==> config.mk <==
export PLATFORM = sky130hd
export DESIGN_NAME = text_scan_ctrl
export DESIGN_NICKNAME = d
export VERILOG_FILES = /design/src/rtl/text_pkg.sv /design/src/rtl/text_clear_fsm.sv /design/src/rtl/text_scan_ctrl.sv
export SDC_FILE = /design/constraint.sdc
export NUM_CORES = 1
export LEC_CHECK = 0
export ABC_CLOCK_PERIOD_IN_PS = 3190
export CORE_ASPECT_RATIO = 1.75
export CORE_MARGIN = 2
export CORE_UTILIZATION = 38
export CTS_CLUSTER_DIAMETER = 100
export CTS_CLUSTER_SIZE = 24
export DETAILED_ROUTE_END_ITERATION = 6
export MAX_ROUTING_LAYER = met4
export PLACE_DENSITY = 0.73
export SETUP_SLACK_MARGIN = 0.05
export SLEW_MARGIN = 10
export SYNTH_ARGS = -nofsm -noshare
export SYNTH_HDL_FRONTEND = slang
export SYNTH_SLANG_ARGS = --single-unit
==> constraint.sdc <==
create_clock -name clk -period 3.19 [get_ports clk]
set_clock_uncertainty 0.15 [all_clocks]
set_input_delay 0.7975 -clock clk [delete_from_list [all_inputs] [get_ports clk]]
set_output_delay 0.7975 -clock clk [all_outputs]
set_load 0.02 [all_outputs]
==> src/rtl/text_pkg.sv <==
// Shared definitions for the text-mode scan path: cell geometry, default
// screen size, the clear-sequencer states and the glyph bit selector.
package text_pkg;

    localparam int CELL_W   = 8;
    localparam int DEF_COLS = 80;
    localparam int DEF_ROWS = 60;

    typedef enum logic [1:0] {
        IDLE       = 2'd0,
        WAIT_BLANK = 2'd1,
        CLEAR      = 2'd2,
        DONE       = 2'd3
    } clr_state_t;

    // Row sr sits in pixels[8*sr+7 : 8*sr] with bit 7 the leftmost pixel,
    // so column sc maps to bit 7-sc of that row, i.e. index {sr, ~sc}.
    function automatic logic glyph_bit(input logic [63:0] pixels,
                                       input logic [2:0]  sr,
                                       input logic [2:0]  sc);
        logic [5:0] idx;
        idx = {sr, ~sc};
        return pixels[idx];
    endfunction

endpackage

==> src/rtl/text_clear_fsm.sv <==
// Screen-clear sequencer: accepts a fill request, waits for vertical blank,
// then walks the whole character buffer writing the latched fill code. The
// walk pauses (counter held) whenever the beam re-enters the visible rows.
module text_clear_fsm
    import text_pkg::*;
#(
    parameter int COLS   = DEF_COLS,
    parameter int ROWS   = DEF_ROWS,
    parameter int HV_W   = 10,
    parameter int ADDR_W = 13
) (
    input  logic              clk,
    input  logic              rst,
    input  logic [HV_W-1:0]   vcount_i,
    input  logic              clear_req_i,
    input  logic [7:0]        fill_code_i,
    output logic              active_o,
    output logic              wr_req_o,
    output logic [ADDR_W-1:0] wr_addr_o,
    output logic [7:0]        wr_data_o,
    output logic              busy_o,
    output logic              done_o
);

    localparam int LAST_CELL = COLS * ROWS - 1;
    localparam int V_VIS     = ROWS * CELL_W;

    clr_state_t        state_q, state_d;
    logic [ADDR_W-1:0] cnt_q, cnt_d;
    logic [7:0]        fill_q, fill_d;
    logic              in_vblank;

    assign in_vblank = (vcount_i >= HV_W'(V_VIS));

    // State, address counter and fill-code latch
    always_ff @(posedge clk or posedge rst) begin
        if (rst) begin
            state_q <= IDLE;
            cnt_q   <= '0;
            fill_q  <= '0;
        end else begin
            state_q <= state_d;
            cnt_q   <= cnt_d;
            fill_q  <= fill_d;
        end
    end

    // Next state; the write strobe is gated by the live vcount so a pause
    // never issues a write into the visible region
    always_comb begin
        state_d  = state_q;
        cnt_d    = cnt_q;
        fill_d   = fill_q;
        wr_req_o = 1'b0;
        done_o   = 1'b0;
        case (state_q)
            IDLE: begin
                if (clear_req_i) begin
                    fill_d  = fill_code_i;
                    state_d = WAIT_BLANK;
                end
            end
            WAIT_BLANK: begin
                if (in_vblank) state_d = CLEAR;
            end
            CLEAR: begin
                if (!in_vblank) begin
                    state_d = WAIT_BLANK;
                end else begin
                    wr_req_o = 1'b1;
                    if (cnt_q == ADDR_W'(LAST_CELL)) state_d = DONE;
                    else                             cnt_d   = cnt_q + 1'b1;
                end
            end
            DONE: begin
                done_o  = 1'b1;
                cnt_d   = '0;
                state_d = IDLE;
            end
            default: state_d = IDLE;
        endcase
    end

    assign active_o  = (state_q == CLEAR);
    assign wr_addr_o = cnt_q;
    assign wr_data_o = fill_q;
    assign busy_o    = (state_q == WAIT_BLANK) || (state_q == CLEAR);

endmodule

==> src/rtl/text_scan_ctrl.sv <==
// Text-mode render sequencer: beam position -> buffer address -> glyph
// code -> pixel, with syncs and display-enable delayed to match (3 clocks).
// Owns the buffer write port for the vblank screen clear.
// Optional blinking cursor: define TEXT_CURSOR_EN.
module text_scan_ctrl
    import text_pkg::*;
#(
    parameter int COLS   = DEF_COLS,
    parameter int ROWS   = DEF_ROWS,
    parameter int HV_W   = 10,
    parameter int ADDR_W = 13
) (
    input  logic              clk,
    input  logic              rst,
    input  logic [HV_W-1:0]   hcount,
    input  logic [HV_W-1:0]   vcount,
    input  logic              hsync_in,
    input  logic              vsync_in,
    output logic [ADDR_W-1:0] char_addr,
    output logic              char_rd_en,
    input  logic [7:0]        char_data,
    output logic              char_we,
    output logic [7:0]        char_wdata,
    output logic [7:0]        glyph_code,
    input  logic [63:0]       glyph_pixels,
    input  logic              clear_req,
    input  logic [7:0]        fill_code,
    output logic              clear_busy,
    output logic              clear_done,
    output logic              pixel_on,
    output logic              de_out,
    output logic              hsync_out,
    output logic              vsync_out
`ifdef TEXT_CURSOR_EN
    ,
    input  logic [6:0]        cursor_col,
    input  logic [5:0]        cursor_row
`endif
);

    localparam int H_VIS = COLS * CELL_W;
    localparam int V_VIS = ROWS * CELL_W;

    logic              visible;
    logic [ADDR_W-1:0] scan_addr;
    logic [ADDR_W-1:0] addr_p1_q;
    logic              rd_en_p1_q;
    logic [2:0]        sr_p1_q, sc_p1_q, sr_p2_q, sc_p2_q;
    logic [2:0]        de_q, hs_q, vs_q;
    logic              pixel_q, pixel_d;
    logic              cursor_inv;
    logic              clr_active, clr_we;
    logic [ADDR_W-1:0] clr_addr;
    logic [7:0]        clr_wdata;

    // Beam position to visibility and row-major cell address
    always_comb begin
        visible   = (hcount < HV_W'(H_VIS)) && (vcount < HV_W'(V_VIS));
        scan_addr = ADDR_W'(vcount[HV_W-1:3]) * ADDR_W'(COLS)
                  + ADDR_W'(hcount[HV_W-1:3]);
    end

    // Stage 1 address/offsets, stage 2 offsets, 3-deep sync/enable delay
    always_ff @(posedge clk or posedge rst) begin
        if (rst) begin
            addr_p1_q  <= '0;
            rd_en_p1_q <= 1'b0;
            sr_p1_q    <= '0;
            sc_p1_q    <= '0;
            sr_p2_q    <= '0;
            sc_p2_q    <= '0;
            de_q       <= '0;
            hs_q       <= '0;
            vs_q       <= '0;
        end else begin
            addr_p1_q  <= scan_addr;
            rd_en_p1_q <= visible;
            sr_p1_q    <= vcount[2:0];
            sc_p1_q    <= hcount[2:0];
            sr_p2_q    <= sr_p1_q;
            sc_p2_q    <= sc_p1_q;
            de_q       <= {de_q[1:0], visible};
            hs_q       <= {hs_q[1:0], hsync_in};
            vs_q       <= {vs_q[1:0], vsync_in};
        end
    end

`ifdef TEXT_CURSOR_EN
    logic [5:0] frame_q;
    logic       vs_prev_q;
    logic       hit_p1_q, hit_p2_q;

    // Frame counter for blink phase; cursor-cell match travels with the data
    always_ff @(posedge clk or posedge rst) begin
        if (rst) begin
            frame_q   <= '0;
            vs_prev_q <= 1'b0;
            hit_p1_q  <= 1'b0;
            hit_p2_q  <= 1'b0;
        end else begin
            frame_q   <= frame_q + 6'(vsync_in & ~vs_prev_q);
            vs_prev_q <= vsync_in;
            hit_p1_q  <= (hcount[HV_W-1:3] == (HV_W-3)'(cursor_col))
                      && (vcount[HV_W-1:3] == (HV_W-3)'(cursor_row));
            hit_p2_q  <= hit_p1_q;
        end
    end

    assign cursor_inv = hit_p2_q & frame_q[5];
`else
    assign cursor_inv = 1'b0;
`endif

    assign glyph_code = char_data;
    assign pixel_d    = de_q[1] & (glyph_bit(glyph_pixels, sr_p2_q, sc_p2_q) ^ cursor_inv);

    // Stage 3: glyph pixel registered alongside the delayed enable
    always_ff @(posedge clk or posedge rst) begin
        if (rst) pixel_q <= 1'b0;
        else     pixel_q <= pixel_d;
    end

    text_clear_fsm #(
        .COLS   (COLS),
        .ROWS   (ROWS),
        .HV_W   (HV_W),
        .ADDR_W (ADDR_W)
    ) u_clear (
        .clk         (clk),
        .rst         (rst),
        .vcount_i    (vcount),
        .clear_req_i (clear_req),
        .fill_code_i (fill_code),
        .active_o    (clr_active),
        .wr_req_o    (clr_we),
        .wr_addr_o   (clr_addr),
        .wr_data_o   (clr_wdata),
        .busy_o      (clear_busy),
        .done_o      (clear_done)
    );

    // Clear only runs in vblank, where the scan never reads
    assign char_addr  = clr_active ? clr_addr : addr_p1_q;
    assign char_rd_en = rd_en_p1_q;
    assign char_we    = clr_we;
    assign char_wdata = clr_wdata;
    assign pixel_on   = pixel_q;
    assign de_out     = de_q[2];
    assign hsync_out  = hs_q[2];
    assign vsync_out  = vs_q[2];

endmodule

==> metrics.md <==
| Metric | Value |
|---|---|
| Fmax | 0.3359 GHz |
| CP endpoint kind | output pin |
| Synth-to-Final Area Change | 53.94% |
| FILL cells | 722 |
| CP max stage delay | 0.51 ns |
| Top FF cell, synth | dfrtp_1 |
| First DRT Iteration DRCs | 59 |
| Cells after DPL | 506 |
| Period minus WS final | 2.977 ns |
| Number of global-route vias before repair | 2899 |
| Starting Density | 0.3879 |
| Vias/cell | between 5 and 6 |
| Routed Antenna Nets | 0 |
| Maximum VDD drop | ~370 uV |
| Core area | ~8600 um2 |
| DRT Pass-1 Iters | 4 |
| Synth cell types | 49 |
| GR Overflow Total | 0 |
| Leakage | 2.253 nW |
| Routed len/inst | 16.27 um |
| Synth Register Bits | 58 |
| Die height | ~130 um |
| Dpl hpwl | 6766 um |
| Row count | 45 |
| Non-Filler Instances | 522 |
| H-tree levels | 3 |
| Initial antenna violation count | 0 |
| Slew margin rel. | 0.5338 |
| Clk Latency, worst-skew pair | around 0.32 ns |
| Worst setup path class | in -> out |
| Share of flip-flops with an asynchronous set or reset | 1.000 |
| Syn Nets | 393 |
| Root Buffer | clkbuf_16 |
| Ant diodes | 0 |
| Mapped Area | between 3000 and 4000 um2 |
| Final Max Tran Viols | 0 |
| I/O pin total | 142 |
| RSZ-0062 raised after global routing | no |
| Status | completed |
| Worst path required time | between 2 and 2.5 ns |
| Pin count of the biggest net entering global routing | 59 |
| PwrDens | 656.8 nW/um2 |
| CTS Buffer Depth | 2 |
| First-pass GRT wire length | between 10000 and 15000 um |
| Post-synth EDFFs | 0 |
| Critical path startpoint category | input port |
| Critical-path top delay cell | clkdlybuf4s50_1 |
| Ratio of cells with drive above 1 in the final layout | 0.1753 |
| YS warnings | 0 |
| CTS tree | yes |
| GRT Overall Usage | 0.1897 |
| DP Area | 4738 um2 |
| Hold Vio Cnt, Final | 0 |
| Post-route DRC | 0 |
| I/O Buffers | 125 |
| Crit Path Max Fanout | 3 |
| Post-synthesis sequential area ratio | 0.4372 |
| Arrival time worst endpoint | 2.03 ns |
| Clk sink count | 58 |
| Routed WL | 8491 um |
| Routed vias | 2747 |
| Tcrit/Tclk final | 0.9331 |
| Synthesized area per cell | 12.43 um2 |
| Inserted Clock Buffers | 9 |
| Post-synthesis cell count | 267 |
| Final nets | 526 |
| Crit path cell chain | clkdlybuf4s50_1 -> a41oi_1 -> nand2b_1 -> inv_2 -> dlygate4sd2_1 |
| Worst-Margin Slew | 0.6994 ns |
| Final Total Pwr | 3.356 mW |
| Place WS | -0.07699 ns |
| Die Span X | 74.65 um |
| MaxCap Viol Count | 0 |
| Setup ws final | 0.2134 ns |
| GP Congestion | 0.8142 |
| Fin area | 5110 um2 |
| Hold Path Class | reg -> reg |
| Die area | 9528 um2 |
| Worst-path clk slew | 0.05 ns |
| Setup violations, final | 0 |
-- placed cells by master (no fill, tap or decap), drive strengths merged, types with 4 or more instances in the layout --
cell type,netlist,final
dfrtp,58,58
o211ai,4,4
clkbuf,6,10
nor2,6,6
dlygate4sd2,0,5
nand2,9,9
clkdlybuf4s50,0,111
and2,4,4
xnor2,9,9
xor2,4,4
mux2,22,22
a31oi,4,4
a21oi,10,10
buf,15,18
ha,19,19
dlymetal6s2s,0,9
o21ai,6,6
mux4,17,17
inv,9,10
nand3,15,15
mux2i,6,6
-- Yosys cell counts (3+ instances only) --
cell / n / area share
dfrtp_1: 58 / 0.44
mux2_2: 22 / 0.075
ha_1: 19 / 0.072
nand3_1: 15 / 0.023
mux4_2: 12 / 0.081
a21oi_1: 10 / 0.015
buf_4: 9 / 0.020
nand2_1: 9 / 0.010
xnor2_1: 9 / 0.024
inv_1: 8 / 0.0090
clkbuf_1: 6 / 0.0068
mux2i_1: 6 / 0.018
nor2_1: 6 / 0.0068
buf_2: 5 / 0.0075
mux4_1: 5 / 0.040
a31oi_1: 4 / 0.0075
and2_1: 4 / 0.0075
o211ai_1: 4 / 0.0090
xor2_1: 4 / 0.011
a2111oi_0: 3 / 0.0079
a21o_1: 3 / 0.0068
and3_1: 3 / 0.0057
nand4_1: 3 / 0.0057
nor2b_1: 3 / 0.0057
nor4_1: 3 / 0.0057
o21ai_0: 3 / 0.0045
o21ai_1: 3 / 0.0045
-- layout make-up --
cell class              count  area (um2)  share of cell area
inverters                   9       33.78            0.006611
clock buffers              10       239.0             0.04677
multi-input cells         179        1708              0.3342
repair buffers            143        1419              0.2777
clock inverters             6       112.6             0.02204
flip-flops and latches     58        1451              0.2840
well taps                 117       146.4             0.02865
-- metal layers --
layer,global-route usage,vias up,share of wire
li1,-,1264,-
met1,0.1675,1356,0.33
met2,0.3561,111,0.56
met3,0.06625,16,0.090
met4,0.06408,0,0.019
met5,-,-,0
-- registers in the layout, indices dropped and copies added, names as in the netlist --
register and cells:
vs_q 3, sc_p2_q 3, sc_p1_q 3, u_clear.state_q 2, u_clear.wr_data_o 8, pixel_on 1
de_q 3, addr_p1_q 13, sr_p2_q 3, u_clear.wr_addr_o 13, hs_q 3, sr_p1_q 3
-- report_power, final --
part           internal, mW  leakage [nW]  switching [mW]
Clock                 0.785         0.173           0.325
Sequential            0.871         0.706           0.104
Combinational         0.664          1.37           0.608
Total                  2.32          2.25            1.04
-- kinds of logic after synthesis --
| kind of cell | share of synthesized area |
|---|---|
| flops | 0.4372 |
| compound gates | 0.08481 |
| fa+ha+maj | 0.08368 |
| simple gates | 0.09800 |
| xor+xnor | 0.03430 |
| buf+inv | 0.04824 |
| mux | 0.2137 |
-- what timing repair did --
action	in CTS	in global routing
gates cloned	0	0
buffers inserted	0	0
gates resized for setup	5	10
endpoints found under the setup margin	5	9
hold buffers	0	0
-- stage by stage --
step	hold WS, ns	util	TNS, ns
6_report	0.1941	0.5971	0
5_1_grt	0.2029	0.5971	0
4_1_cts	0.1983	0.5940	0
3_5_place_dp	0.1871	0.5537	-0.1553
3_3_place_gp	0.1842	0.5537	-0.05797
2_1_floorplan	0.1812	-	0
-- final timing paths --
path / start / to / slack, ns / cells past startpoint
hold / removal: vs_q[1]$_DFF_PP0_ / vs_q[2]$_DFF_PP0_ / 0.19 / 0
hold reg to reg: vs_q[1]$_DFF_PP0_ / vs_q[2]$_DFF_PP0_ / 0.19 / 0
min in group asynchronous: rst / sc_p1_q[1]$_DFF_PP0_ / 0.69 / 3
max in group asynchronous: rst / u_clear.wr_data_o[1]$_DFFE_PP0P_ / 1.93 / 3
setup reg to reg: u_clear.state_q[0]$_DFFE_PP0P_ / u_clear.wr_addr_o[3]$_DFFE_PP0P_ / 0.75 / 10
setup / recovery: vcount[6] / char_we / 0.21 / 5
-- critical path: cells and delay by family --
kind	cells	cell delay (ns)
buffers and inverters	3	0.89
AOI/OAI and AO/OA	1	0.14
and+or+nand+nor	1	0.19
No activity file was read; power rests on OpenSTA's default activity.
